[config.mk]
export PLATFORM = sky130hd
export DESIGN_NAME = booth_select_sequencer
export DESIGN_NICKNAME = d
export VERILOG_FILES = /design/src/rtl/booth_select_sequencer.sv
export SDC_FILE = /design/constraint.sdc
export NUM_CORES = 1
export LEC_CHECK = 0
export CAP_MARGIN = 5
export CORE_MARGIN = 4
export CORE_UTILIZATION = 50
export DETAILED_ROUTE_END_ITERATION = 7
export GPL_ROUTABILITY_DRIVEN = 0
export GPL_TIMING_DRIVEN = 1
export HOLD_SLACK_MARGIN = 0.1
export PLACE_DENSITY = 0.8
export SLEW_MARGIN = 30
export SYNTH_ARGS = -nofsm -noshare
export SYNTH_HDL_FRONTEND = slang
export SYNTH_SLANG_ARGS = --single-unit
[constraint.sdc]
create_clock -name clock -period 2 [get_ports clock]
set_clock_uncertainty 0.15 [all_clocks]
set_input_delay 0.6 -clock clock [delete_from_list [all_inputs] [get_ports clock]]
set_output_delay 0.6 -clock clock [all_outputs]
set_load 0.02 [all_outputs]
[src/rtl/booth_select_sequencer.sv]
// rtl/booth_select_sequencer.sv - radix-4 modified-Booth window sequencer for the multdiv multiplier
//
// Loads a signed multiplier and walks it two bits per step, presenting the
// 3-bit Booth window {q[2i+1], q[2i], q[2i-1]} (q[-1] = 0) on `select`.
// The consumer accepts each window with `advance`; it may stall indefinitely.
//
// Ports:
//   clock       rising-edge clock
//   reset       synchronous active-high reset
//   start       load `multiplier` and begin a new sequence (beats `advance`)
//   multiplier  signed operand, sampled only when `start` is high
//   advance     consumer accepted the current `select`
//   select      current Booth window, registered
//   sel_valid   `select` is meaningful this cycle
//   step        index of the current window, 0..STEPS-1
//   last        current window is the final one
//   busy        sequence in progress
//   done        one-cycle pulse after the final window is accepted

module booth_select_sequencer #(
  parameter int WIDTH = 32,
  parameter int STEPS = WIDTH / 2,
  parameter int CW    = $clog2(WIDTH / 2)
) (
  input  logic             clock,
  input  logic             reset,
  input  logic             start,
  input  logic [WIDTH-1:0] multiplier,
  input  logic             advance,
  output logic [2:0]       select,
  output logic             sel_valid,
  output logic [CW-1:0]    step,
  output logic             last,
  output logic             busy,
  output logic             done
);

  localparam logic [CW-1:0] LAST_STEP = CW'(STEPS - 1);

  typedef enum logic [0:0] {
    IDLE = 1'b0,
    RUN  = 1'b1
  } state_t;

  state_t           state, state_n;
  logic [WIDTH:0]   sr, sr_n;
  logic [CW-1:0]    step_r, step_n;
  logic             done_r, done_n;

  always_ff @(posedge clock) begin
    if (reset) begin
      state  <= IDLE;
      sr     <= '0;
      step_r <= '0;
      done_r <= 1'b0;
    end else begin
      state  <= state_n;
      sr     <= sr_n;
      step_r <= step_n;
      done_r <= done_n;
    end
  end

  always_comb begin
    state_n = state;
    sr_n    = sr;
    step_n  = step_r;
    done_n  = 1'b0;

    if (start) begin
      // The extra LSB is the implicit q[-1] = 0 of the first window.
      sr_n    = {multiplier, 1'b0};
      step_n  = '0;
      state_n = RUN;
    end else if (state == RUN && advance) begin
      if (step_r == LAST_STEP) begin
        // SR is left alone so `select` keeps the final window; it is
        // qualified off by sel_valid going low.
        state_n = IDLE;
        step_n  = '0;
        done_n  = 1'b1;
      end else begin
        // Sign-extending shift keeps the window correct for signed operands.
        sr_n   = {{2{sr[WIDTH]}}, sr[WIDTH:2]};
        step_n = step_r + 1'b1;
      end
    end
  end

  assign select    = sr[2:0];
  assign sel_valid = (state == RUN);
  assign busy      = (state == RUN);
  assign step      = step_r;
  assign last      = (state == RUN) && (step_r == LAST_STEP);
  assign done      = done_r;

endmodule
# [Word-level counts from Yosys, hierarchy flattened]
# Index checks and enable logic that the tools add are counted.
[totals] reg_bits=39 input_bits=36 out_inout_bits=11 elab_cells=28
[op_classes] add_sub_neg=1 eq_ne=2 n_mux=8 n_bitwise=2 n_reduce_logical=9
[op_table] op="2-to-1 mux 32 bit" n=2
[op_table] op="2-to-1 mux 33 bit" n=1
[op_table] op="AND reduction 2 bit" n=3
[op_table] op="adder 4 x 1 -> 4 bit (second input constant)" n=1
[op_table] op="equality test 4 bit (second input constant)" n=1
[op_table] op="2-to-1 mux 1 bit" n=4
[op_table] op="2-to-1 mux 4 bit" n=1
[op_table] op="nonzero test 2 bit" n=2
[op_table] op="OR reduction 3 bit" n=1
[op_table] op="logical AND 1 bit" n=2
[op_table] op="inequality test 2 bit (second input constant)" n=1
[op_table] op="NOT 1 bit" n=2
[op_table] op="OR reduction 2 bit" n=1

# [Logic depth before layout (Yosys ltp)]
[logic_depth] ltp_word=4 ltp_mapped=6 mapped_depth_nobuf=4

# [Worst setup path after synthesis]
# No wires, ideal clock.
[synth_path] path_kind="flip-flop to output port" from="register step_r[0], in the netlist step[0]" to="output port last" arrival_ns=1.358 t_required_ns=1.250 setup_slack_ns=-0.108 path_stages_with_launch=6 n_path_buf=2 path_cell_list="dfxtp_1 ha_1 and3_1 buf_6 buf_6 and2_1"
[synth_via] elab_chain_len=2
[synth_lines] item="start: declaration" line_no="47" rtl="logic [CW-1:0] step_r, step_n;"
[synth_lines] item="start signal: assignment" line_no="59" rtl="step_r <= step_n;"
[synth_lines] item="equality test 4 bit" line_no="94" rtl="assign last = (state == RUN) && (step_r == LAST_STEP);"
[synth_lines] item="logical AND 1 bit" line_no="94"
[synth_lines] item="end: declaration" line_no="33" rtl="output logic last,"
# No other way between the ends.

# [Worst setup path in the final report]
[layout_path] from="register step_r[1], in the netlist step[1]" to="output port last"
# The elaborated chain is that of the path after synthesis.

==> qor_table.md <==
| Result | Value |
|:---|:---|
| Clock sink count | 39 |
| Layout-stage area growth over the synthesis result | 32.7% |
| Last element of the critical path | last |
| Status | finished clean |
| Max clock buf depth | 2 |
| Final setup vio count | 0 |
| PwrDens | 645 nW/um^2 |
| Launch point of the worst reg-to-reg path | step[1] |
| Critical Path Fanout Max | 2 |
| Depth of the worst register-to-register path | 5 |
| Total global routing overflow | 0 |
| Total die area | 5150 um^2 |
| Category of the critical setup timing path | flip-flop to output port |
| Synth top area cells | sky130_fd_sc_hd__dfxtp_1 38%, sky130_fd_sc_hd__a221oi_2 21%, sky130_fd_sc_hd__a31oi_1 9.2% |
| Largest net degree at the start of global routing | 34 |
| Number of top-level design ports | 47 |
| Total half-perimeter wirelength after legalization and detailed placement | 3130 um |
| Lkg Pwr | 1.12 nW |
| Cell area after technology mapping | 2030 um^2 |
| Buffers added on ports | 46 |
| Cell count after synthesis | 221 |
| Reg area | 783 um^2 |
| Final core utilization | 0.710 |
| CP startpoint | step[1] |
| Post-route worst setup slack | 0.0191 ns |
| Post-Syn Nets | 258 |
| Worst slew margin relative to its limit | 0.729 |
| Global-route wire length before repair | 7750 um |
| Post-route fraction of the period consumed by the critical path | 0.990 |
| Routed WL per cell | 14.6 um |
| Setup tns final | 0 ns |
| Number of standard-cell rows in the floorplan | 22 |
| Endpoint of the lowest-slack register-to-register path | step[0] |
| Worst IR Drop VDD | 455 uV |
| Share of synthesized flip-flops with an asynchronous set or reset | 0 |
| Fraction of met1 tracks used by global routing | 0.228 |
| Yosys warnings | 0 |
| Die span in y | 71.8 um |
| Unrepaired setup endpoints after global routing | yes |
| Antenna viol nets, final | 0 |
| Clock-pin slew of the registers on the worst-case setup and hold paths | 0.07 ns |
| Clock latency on the worst-skew pair | 0.29 ns |
| Drt total wl | 4600 um |
| Layer with the highest usage | met2 |
| Post-detailed-placement cell area | 2580 um^2 |
| Via-per-instance ratio | 5.74 |
| Required time reported for the critical path endpoint | 1.25 ns |
| Number of antenna violations at the first check in global routing | 0 |
| Total Nets Final | 303 |
| Critical path capture point type | output port |
| Final Hold Viols | 0 |
| Top cell types by occurrence after synthesis | 39 x sky130_fd_sc_hd__dfxtp_1, 31 x sky130_fd_sc_hd__inv_1, 30 x sky130_fd_sc_hd__a31oi_1, 28 x sky130_fd_sc_hd__a221oi_2, 28 x sky130_fd_sc_hd__o21ai_1 |
| Count of distinct cell types in the synthesized netlist | 28 |
| Average footprint of a synthesized cell | 9.20 um^2 |
| Post-Place Worst Slack | -0.163 ns |
| Library cell used as clock root buffer | sky130_fd_sc_hd__clkbuf_8 |
| Area fraction of the dominant cell type after synthesis | 0.384 |
| DRC Markers | 0 |
| Via count of the first global-routing pass | 1,738 |
| DR iter-0 viols | 136 |
| Post-route minimum period | 1.98 ns |
| Count of vias placed by the detailed router | 1,809 |
| Reported max-cap violation count | 0 |
| Kind of start point of the critical path | flip-flop |
| Cell type with the highest aggregate area in the netlist | sky130_fd_sc_hd__dfxtp_1 |
| Combined area of the multi-input logic cells | 976 um^2 |
| Diode count | 0 |
| Summed area of non-filler cells in the final layout | 2700 um^2 |
| Synth Flop Type | sky130_fd_sc_hd__dfxtp_1 |
| Fraction of final layout cells sized beyond drive strength 1 | 0.247 |
| Post-route insts no fill | 315 |
| Initial DRT Pass Iterations | 4 |
| Deepest level of the CTS H-tree | 2 |
| Placed Cells incl. Taps | 307 |
| Final number of max-transition violations | 0 |
| Met3 Track Usage GR | 0.0393 |
| Post-CTS Hold Fix Bufs | 0 |
| Worst min path class | flip-flop to flip-flop |
| Num CTS Buffers | 5 |
| Internal reg-to-reg setup slack | 0.32 ns |
| Cell with the most instances after synthesis | sky130_fd_sc_hd__dfxtp_1 |
| Number of enable-type register cells in the synthesized netlist | 0 |
| Fill cell total of the finished layout | 293 |
| Achievable frequency | 505 MHz |
| Sequential fraction of the synthesis area | 0.384 |
| Crit path DAT | 1.23 ns |
| TritonCTS clock tree | done |
| Die width | 71.8 um |
| Least-Margin Pin Slew | 0.406 ns |
| Initial standard-cell utilization of the core | 0.535 |
| Overall track demand over capacity in global routing | 0.188 |
| Core footprint | 3800 um^2 |
| Flip-flop and latch count after synthesis | 39 |
| M2 GR Usage | 0.318 |
## worst max-delay path, stage by stage (launching register included)
cell and delay, ns:
sky130_fd_sc_hd__dfxtp_2 0.34, sky130_fd_sc_hd__ha_4 0.15, sky130_fd_sc_hd__and3_4 0.17, sky130_fd_sc_hd__and2_4 0.15, sky130_fd_sc_hd__buf_6 0.12
## timing repair
| action | 4_1_cts | 5_1_grt |
|---|---|---|
| resized for setup | 11 | 8 |
| endpoints found under the setup margin | 8 | 3 |
| buffers inserted | 0 | 0 |
| pin swaps | 0 | 1 |
## registers in the layout, summed over array words and instances (netlist names)
signal,cells
sr,33
step,4
done,1
busy,1
## routing by layer
layer / part of all wire / up-vias
li1: - / 903
met1: 0.45 / 845
met2: 0.48 / 52
met3: 0.056 / 9
met4: 0.015 / 0
met5: 0 / -
## kinds of logic (layout without fill, tap and decap cells)
family                     after synthesis  in the layout  synth area share
AOI/OAI and AO/OA                       99             99             0.409
DFF                                     39             39             0.384
and+or+nand+nor                         19             19            0.0455
muxes                                    1              1           0.00492
adders and majority gates                1              1           0.00615
xor gates and xnor gates                 1              1           0.00431
buffers and inverters                   61            107             0.146
## power by group
part | switching [mW] | total (mW) | leakage [nW] | internal, mW
sequential | 0.0244 | 0.851 | 0.324 | 0.826
combinational | 0.151 | 0.314 | 0.749 | 0.163
clock | 0.262 | 0.576 | 0.0515 | 0.314
## stage by stage
step | total power [mW] | hold WS, ns
2_1_floorplan | 1.06 | 0.304
3_3_place_gp | 1.18 | 0.318
3_5_place_dp | 1.19 | 0.327
4_1_cts | 1.76 | 0.334
5_1_grt | 1.83 | 0.354
6_report | 1.74 | 0.331
## how the worst min path moves through the flow
stage                     start     to  slack (ns)  cells after the start
after floorplan           sr[0]  sr[0]        0.30                      2
after global placement    sr[2]  sr[0]        0.32                      2
after detailed placement  sr[2]  sr[0]        0.33                      2
after CTS                 sr[2]  sr[0]        0.33                      2
after global routing      sr[2]  sr[0]        0.35                      2
final                     sr[2]  sr[0]        0.33                      2
## layout by cell type, fill, tap and decap left out
| cell | count |
|---|---|
| sky130_fd_sc_hd__ha_4 | 1 |
| sky130_fd_sc_hd__buf_2 | 2 |
| sky130_fd_sc_hd__o21ai_0 | 4 |
| sky130_fd_sc_hd__dlymetal6s2s_1 | 2 |
| sky130_fd_sc_hd__clkdlybuf4s50_1 | 34 |
| sky130_fd_sc_hd__and2_1 | 1 |
| sky130_fd_sc_hd__nand2_1 | 5 |
| sky130_fd_sc_hd__dlygate4sd2_1 | 7 |
| sky130_fd_sc_hd__and3_4 | 1 |
| sky130_fd_sc_hd__mux2i_1 | 1 |
| sky130_fd_sc_hd__a31oi_1 | 30 |
| sky130_fd_sc_hd__nor3_1 | 1 |
| sky130_fd_sc_hd__or3_1 | 1 |
| sky130_fd_sc_hd__clkbuf_1 | 1 |
| sky130_fd_sc_hd__o21ai_1 | 28 |
| sky130_fd_sc_hd__nand3_1 | 4 |
| sky130_fd_sc_hd__a221oi_2 | 28 |
| sky130_fd_sc_hd__nand4_1 | 1 |
| sky130_fd_sc_hd__buf_12 | 4 |
| sky130_fd_sc_hd__xor2_1 | 1 |
| sky130_fd_sc_hd__inv_1 | 31 |
| sky130_fd_sc_hd__a311oi_1 | 1 |
| sky130_fd_sc_hd__dfxtp_1 | 37 |
| sky130_fd_sc_hd__buf_6 | 1 |
| sky130_fd_sc_hd__a221oi_1 | 3 |
| sky130_fd_sc_hd__or2_2 | 1 |
| sky130_fd_sc_hd__nor2_1 | 3 |
| sky130_fd_sc_hd__and2_4 | 1 |
| sky130_fd_sc_hd__clkbuf_8 | 7 |
| sky130_fd_sc_hd__a21oi_1 | 4 |
| sky130_fd_sc_hd__a41oi_1 | 1 |
| sky130_fd_sc_hd__buf_4 | 18 |
| sky130_fd_sc_hd__dfxtp_2 | 2 |
## cell type report
cell class                      count  area share
Clock buffer                        8      0.0371
Inverter                           31      0.0431
Multi-Input combinational cell    121       0.362
Sequential cell                    39       0.290
Tap cell                           48      0.0223
Timing Repair Buffer               68       0.246
(Power assumes the default switching activity.)
